**src/rtl/uart_frame_sequencer_if.sv**
```systemverilog
// Handshake and status bundle between the frame sequencer and its neighbours
// (baud-tick generator, shift register, configuration source).
interface uart_frame_sequencer_if #(
    parameter int IW = 4
);
    logic          start;
    logic          btu;
    logic          abort;
    logic [IW-1:0] data_bits;
    logic          parity_en;
    logic          stop2;
    logic [2:0]    state;
    logic          busy;
    logic [IW-1:0] bit_idx;
    logic          shift;
    logic          done;
    logic          cfg_err;

    // Controller side: issues requests and configuration, observes progress.
    modport master (
        output start, btu, abort, data_bits, parity_en, stop2,
        input  state, busy, bit_idx, shift, done, cfg_err
    );

    // Sequencer side.
    modport slave (
        input  start, btu, abort, data_bits, parity_en, stop2,
        output state, busy, bit_idx, shift, done, cfg_err
    );
endinterface

```
**src/rtl/uart_frame_sequencer.sv**
```systemverilog
// Frame-level UART bit sequencer: walks start, data, optional parity and one
// or two stop bits, advancing one bit per baud tick. Frame configuration is
// latched when a start is accepted so mid-frame input changes are harmless.
module uart_frame_sequencer #(
    parameter int MIN_BITS = 5,
    parameter int MAX_BITS = 9,
    parameter int IW       = 4
) (
    input  logic                   clk,
    input  logic                   rst,
    uart_frame_sequencer_if.slave  bus
);
    typedef enum logic [2:0] {
        S_IDLE   = 3'd0,
        S_START  = 3'd1,
        S_DATA   = 3'd2,
        S_PARITY = 3'd3,
        S_STOP   = 3'd4
    } state_t;

    localparam logic [IW-1:0] MIN_V = IW'(MIN_BITS);
    localparam logic [IW-1:0] MAX_V = IW'(MAX_BITS);
    localparam logic [IW-1:0] ONE   = IW'(1);

    state_t        state_reg,   state_next;
    logic [IW-1:0] bit_idx_reg, bit_idx_next;
    logic          done_reg,    done_next;
    logic          cfg_err_reg, cfg_err_next;
    logic [IW-1:0] bits_reg,    bits_next;
    logic          parity_reg,  parity_next;
    logic          stop2_reg,   stop2_next;

    logic cfg_ok;
    logic last_data;

    assign cfg_ok    = (bus.data_bits >= MIN_V) && (bus.data_bits <= MAX_V);
    assign last_data = (bit_idx_reg == bits_reg - ONE);

    // State, bit index, pulse outputs and latched frame configuration.
    always_ff @(posedge clk or posedge rst) begin
        if (rst) begin
            state_reg   <= S_IDLE;
            bit_idx_reg <= '0;
            done_reg    <= 1'b0;
            cfg_err_reg <= 1'b0;
            bits_reg    <= '0;
            parity_reg  <= 1'b0;
            stop2_reg   <= 1'b0;
        end else begin
            state_reg   <= state_next;
            bit_idx_reg <= bit_idx_next;
            done_reg    <= done_next;
            cfg_err_reg <= cfg_err_next;
            bits_reg    <= bits_next;
            parity_reg  <= parity_next;
            stop2_reg   <= stop2_next;
        end
    end

    // Next-state logic; abort outranks the bit tick, and a tick arriving with
    // an accepted start is not counted because only IDLE is evaluated then.
    always_comb begin
        state_next   = state_reg;
        bit_idx_next = bit_idx_reg;
        done_next    = 1'b0;
        cfg_err_next = 1'b0;
        bits_next    = bits_reg;
        parity_next  = parity_reg;
        stop2_next   = stop2_reg;

        case (state_reg)
            S_IDLE: begin
                if (bus.start && !bus.abort) begin
                    if (cfg_ok) begin
                        bits_next    = bus.data_bits;
                        parity_next  = bus.parity_en;
                        stop2_next   = bus.stop2;
                        state_next   = S_START;
                        bit_idx_next = '0;
                    end else begin
                        cfg_err_next = 1'b1;
                    end
                end
            end
            S_START: begin
                if (bus.abort) begin
                    state_next   = S_IDLE;
                    bit_idx_next = '0;
                end else if (bus.btu) begin
                    state_next   = S_DATA;
                    bit_idx_next = '0;
                end
            end
            S_DATA: begin
                if (bus.abort) begin
                    state_next   = S_IDLE;
                    bit_idx_next = '0;
                end else if (bus.btu) begin
                    if (!last_data) begin
                        bit_idx_next = bit_idx_reg + ONE;
                    end else begin
                        bit_idx_next = '0;
                        state_next   = parity_reg ? S_PARITY : S_STOP;
                    end
                end
            end
            S_PARITY: begin
                if (bus.abort) begin
                    state_next   = S_IDLE;
                    bit_idx_next = '0;
                end else if (bus.btu) begin
                    state_next   = S_STOP;
                    bit_idx_next = '0;
                end
            end
            S_STOP: begin
                if (bus.abort) begin
                    state_next   = S_IDLE;
                    bit_idx_next = '0;
                end else if (bus.btu) begin
                    if (stop2_reg && (bit_idx_reg == '0)) begin
                        bit_idx_next = ONE;
                    end else begin
                        state_next   = S_IDLE;
                        bit_idx_next = '0;
                        done_next    = 1'b1;
                    end
                end
            end
            default: begin
                state_next   = S_IDLE;
                bit_idx_next = '0;
            end
        endcase
    end

    assign bus.state   = state_reg;
    assign bus.busy    = (state_reg != S_IDLE);
    assign bus.bit_idx = bit_idx_reg;
    assign bus.shift   = (state_reg == S_DATA) && bus.btu;
    assign bus.done    = done_reg;
    assign bus.cfg_err = cfg_err_reg;
endmodule

```
**src/flat_wrapper.sv**
```systemverilog
// flat-port wrapper written by rule: the top's interface ports become plain ports
module uart_frame_sequencer_flat 
#(
    parameter int MIN_BITS = 5,
    parameter int MAX_BITS = 9,
    parameter int IW       = 4
)
  (clk, rst, bus_start, bus_btu, bus_abort, bus_data_bits, bus_parity_en, bus_stop2, bus_state, bus_busy, bus_bit_idx, bus_shift, bus_done, bus_cfg_err);
  uart_frame_sequencer_if #(.IW(IW)) bus_i ();
  input  logic clk;
  input  logic rst;
  input wire logic [$bits(bus_i.start)-1:0] bus_start;
  input wire logic [$bits(bus_i.btu)-1:0] bus_btu;
  input wire logic [$bits(bus_i.abort)-1:0] bus_abort;
  input wire logic [$bits(bus_i.data_bits)-1:0] bus_data_bits;
  input wire logic [$bits(bus_i.parity_en)-1:0] bus_parity_en;
  input wire logic [$bits(bus_i.stop2)-1:0] bus_stop2;
  output wire logic [$bits(bus_i.state)-1:0] bus_state;
  output wire logic [$bits(bus_i.busy)-1:0] bus_busy;
  output wire logic [$bits(bus_i.bit_idx)-1:0] bus_bit_idx;
  output wire logic [$bits(bus_i.shift)-1:0] bus_shift;
  output wire logic [$bits(bus_i.done)-1:0] bus_done;
  output wire logic [$bits(bus_i.cfg_err)-1:0] bus_cfg_err;
  assign bus_i.start = bus_start;
  assign bus_i.btu = bus_btu;
  assign bus_i.abort = bus_abort;
  assign bus_i.data_bits = bus_data_bits;
  assign bus_i.parity_en = bus_parity_en;
  assign bus_i.stop2 = bus_stop2;
  assign bus_state = bus_i.state;
  assign bus_busy = bus_i.busy;
  assign bus_bit_idx = bus_i.bit_idx;
  assign bus_shift = bus_i.shift;
  assign bus_done = bus_i.done;
  assign bus_cfg_err = bus_i.cfg_err;
  uart_frame_sequencer #(.MIN_BITS(MIN_BITS), .MAX_BITS(MAX_BITS), .IW(IW)) u_core (.clk(clk), .rst(rst), .bus(bus_i));
endmodule
```
**config.mk**
```make
export PLATFORM = sky130hd
export DESIGN_NAME = uart_frame_sequencer_flat
export DESIGN_NICKNAME = d
export VERILOG_FILES = /design/src/rtl/uart_frame_sequencer_if.sv /design/src/rtl/uart_frame_sequencer.sv /design/src/flat_wrapper.sv
export SDC_FILE = /design/constraint.sdc
export NUM_CORES = 1
export LEC_CHECK = 0
export CAP_MARGIN = 10
export CORE_ASPECT_RATIO = 0.7
export CORE_MARGIN = 1.5
export CORE_UTILIZATION = 45
export CTS_CLUSTER_SIZE = 28
export DETAILED_ROUTE_END_ITERATION = 16
export PLACE_DENSITY_LB_ADDON = 0.08
export RECOVER_POWER = 100
export SYNTH_ARGS = -nofsm -noshare
export SYNTH_HDL_FRONTEND = slang
export SYNTH_SLANG_ARGS = --single-unit
```
**constraint.sdc**
```tcl
create_clock -name clk -period 2.2 [get_ports clk]
set_input_delay 0.44 -clock clk [delete_from_list [all_inputs] [get_ports clk]]
set_output_delay 0.44 -clock clk [all_outputs]
set_load 0.03 [all_outputs]
```
==> flow_metrics.tcl <==
set metrics [dict create \
    worstSkewPairLatency_ps 290 \
    viasPerCell 5.52 \
    synth_edf_count 0 \
    path_max_fanout 10 \
    synthFlopType "dfrtp_1" \
    cp_top_family "buffers and inverters" \
    synth.distinct_cells 38 \
    max_freq_mhz 489 \
    syn_area_per_cell_um2 9.82 \
    final_hold_viol_count 0 \
    grt_pass1_wl_um 3290 \
    start_kind "flop" \
    busiest_layer "met2" \
    crit_slowest_cell "dlygate4sd3_1" \
    rsz0062_at_grt "false" \
    critical_path_buf_inv_count 1 \
    mappedNetlistArea_um2 913 \
    routabilityCongestion 0.807 \
    antenna_found_initial 0 \
    place_inst 142 \
    drt-initial-drc-count 15 \
    grt_use_met1 0.254 \
    worstPathRequired_ps 1760 \
    grt_pass1_vias 694 \
    multi_input_area_um2 490 \
    max_slew_margin 0.597 \
    cts_tree "yes" \
    reg2reg_depth 6 \
    postLayoutCoreUtil 0.639 \
    die_x_um 56.8 \
    fin_ws_ps 154 \
    fillers 163 \
    clkSlewWorstSetupHoldPaths_ps 100 \
    max_cap_violations 0 \
    clock_power_share 0.116 \
    setup_violations 0 \
    tightestPinTransition_ps 603 \
    seqPwrFrac 0.315 \
    critical_path.max_stage_delay_ps 790 \
    met2_usage 0.346 \
    track_usage 0.200 \
    holdPathStages 1 \
    worstSetupPathType "flop to primary output" \
    rows 13 \
    holdWs_ps 534 \
    routed_wl_um 2200 \
    die_area_um2 2310 \
    pwr-share-comb 0.569 \
    drive_gt1_frac 0.153 \
    slew_viol_final 0 \
    use_met3 0.0662 \
    placed_cell_area_um2 1200 \
    hold_path.class "flop to flop" \
    min_period_ps 2050 \
    ff_latch_area_um2 375 \
    initial_utilization 0.484 \
    dr_total_vias 806 \
    powerDensity_nw_per_um2 1160 \
    max-vdd-ir-drop_v 0.000838 \
    p_leak_nw 0.548 \
    ctsRootBufferMaster "clkbuf_4" \
    worstPathArrival_ps 1610 \
    grt.overflow.total 0 \
    syn_inst 93 \
    synth_nets 107 \
    diodes 0 \
    port-buffer-count 21 \
    cts_buffers 3 \
    fin_area_um2 1200 \
    grt_max_degree 16 \
    path_cells "dlygate4sd3_1" \
    async_reset_ff_frac 1.00 \
    cts-htree-levels 1 \
    drtAntennaViolNets 0 \
    ctsHoldBuffers 0 \
    post_cts_buffers 0 \
    finalCritPeriodShare 0.930 \
    clk_path_buf_depth 2 \
    switching_power_uw 603 \
    drc 0 \
    coreArea_um2 1890 \
    dp_hpwl_um 1640 \
    routedWlPerCell_um 15.1 \
    worstSetupPathDepth 1 \
    rrSetupSlack_ps 190 \
    skew_ps 11.4 \
    cts_resized 1 \
    die_y_um 40.7 \
    ys_warn_count 0 \
    fin_nets 139 \
    p_int_uw 793 \
    status "finished clean" \
    pin_count 22 \
    swShare 0.432 \
    first_pass_iters 4 \
    synth-seq-area-share 0.411 \
    cts.sinks 15 \
    synth-seq-cells 15 \
    finalNonFillerCells 146 \
    area_growth_pct 31.9 \
    setup.worst_path.end_class "primary output" \
    pre_cts_ws_ps -40.3 \
]
==> logic make-up after synthesis <==
kind of cell    after synthesis  share of synthesized area
simple gates                 34                      0.222
compound gates               22                      0.170
flops                        15                      0.411
buf+inv                       8                     0.0397
xor+xnor                      7                     0.0671
mux                           4                     0.0493
fa+ha+maj                     3                     0.0411
==> area by class of cell <==
class | instances | area share
Clock buffer | 4 | 0.0218
Multi-Input combinational cell | 70 | 0.407
Sequential cell | 15 | 0.312
Tap cell | 22 | 0.0228
Inverter | 5 | 0.0156
Timing Repair Buffer | 30 | 0.221
==> final timing paths <==
| check | from | to |
|---|---|---|
| max | u_core.bus.state[1] | bus_state[1] |
| min | u_core.stop2_reg | u_core.stop2_reg |
| max reg2reg | u_core.bus.bit_idx[1] | u_core.bus.state[2] |
| min reg2reg | u_core.stop2_reg | u_core.stop2_reg |
| max in group asynchronous | rst | u_core.bits_reg[0] |
| min in group asynchronous | rst | u_core.bits_reg[2] |
==> metal layers <==
metal  routed length [um]  up-vias
met2                  978       23
met1                 1100      380
li1                     -      399
met5                    0        -
met4                   17        0
met3                  110        4
==> through the flow <==
step                      power (mW)  setup TNS (ps)
after floorplan                0.982               0
after global placement          1.26               0
after detailed placement        1.28           -40.3
after CTS                       1.44               0
after global routing            1.49               0
final                           1.40               0
==> cells in the mapped netlist (all sizes together) (3+ instances only) <==
| master | instances | area (um2) |
|---|---|---|
| xnor2 | 5 | 43.8 |
| buf | 3 | 17.5 |
| mux2 | 4 | 45.0 |
| dfrtp | 15 | 375 |
| ha | 3 | 37.5 |
| inv | 5 | 18.8 |
| nand2b | 4 | 25.0 |
| nand3 | 4 | 20.0 |
| nor3 | 3 | 15.0 |
| o21ai | 9 | 45.0 |
| nand2 | 7 | 26.3 |
| nor2 | 4 | 20.0 |
==> placed cells by master (no fill, tap or decap), drive strengths merged, types with 2 or more instances in the layout <==
cell,instances
buf,8
nand2,7
nand3,4
o31ai,2
nor4b,2
xnor2,5
a22o,2
inv,5
dfrtp,15
or3,2
xor2,2
a21oi,2
mux2,4
ha,3
dlygate4sd3,10
clkdlybuf4s50,9
nor3,3
nand2b,4
o21ai,9
nor2,4
o22ai,2
clkbuf,6
==> power by group through the flow <==
stage	Clock, mW	Sequential, mW	Combinational [mW]
floorplan	0	0.473	0.509
global placement	0	0.440	0.821
detailed placement	0	0.444	0.840
CTS	0.166	0.438	0.832
global route	0.182	0.448	0.857
finish	0.161	0.440	0.794
(Power assumes the default switching activity.)
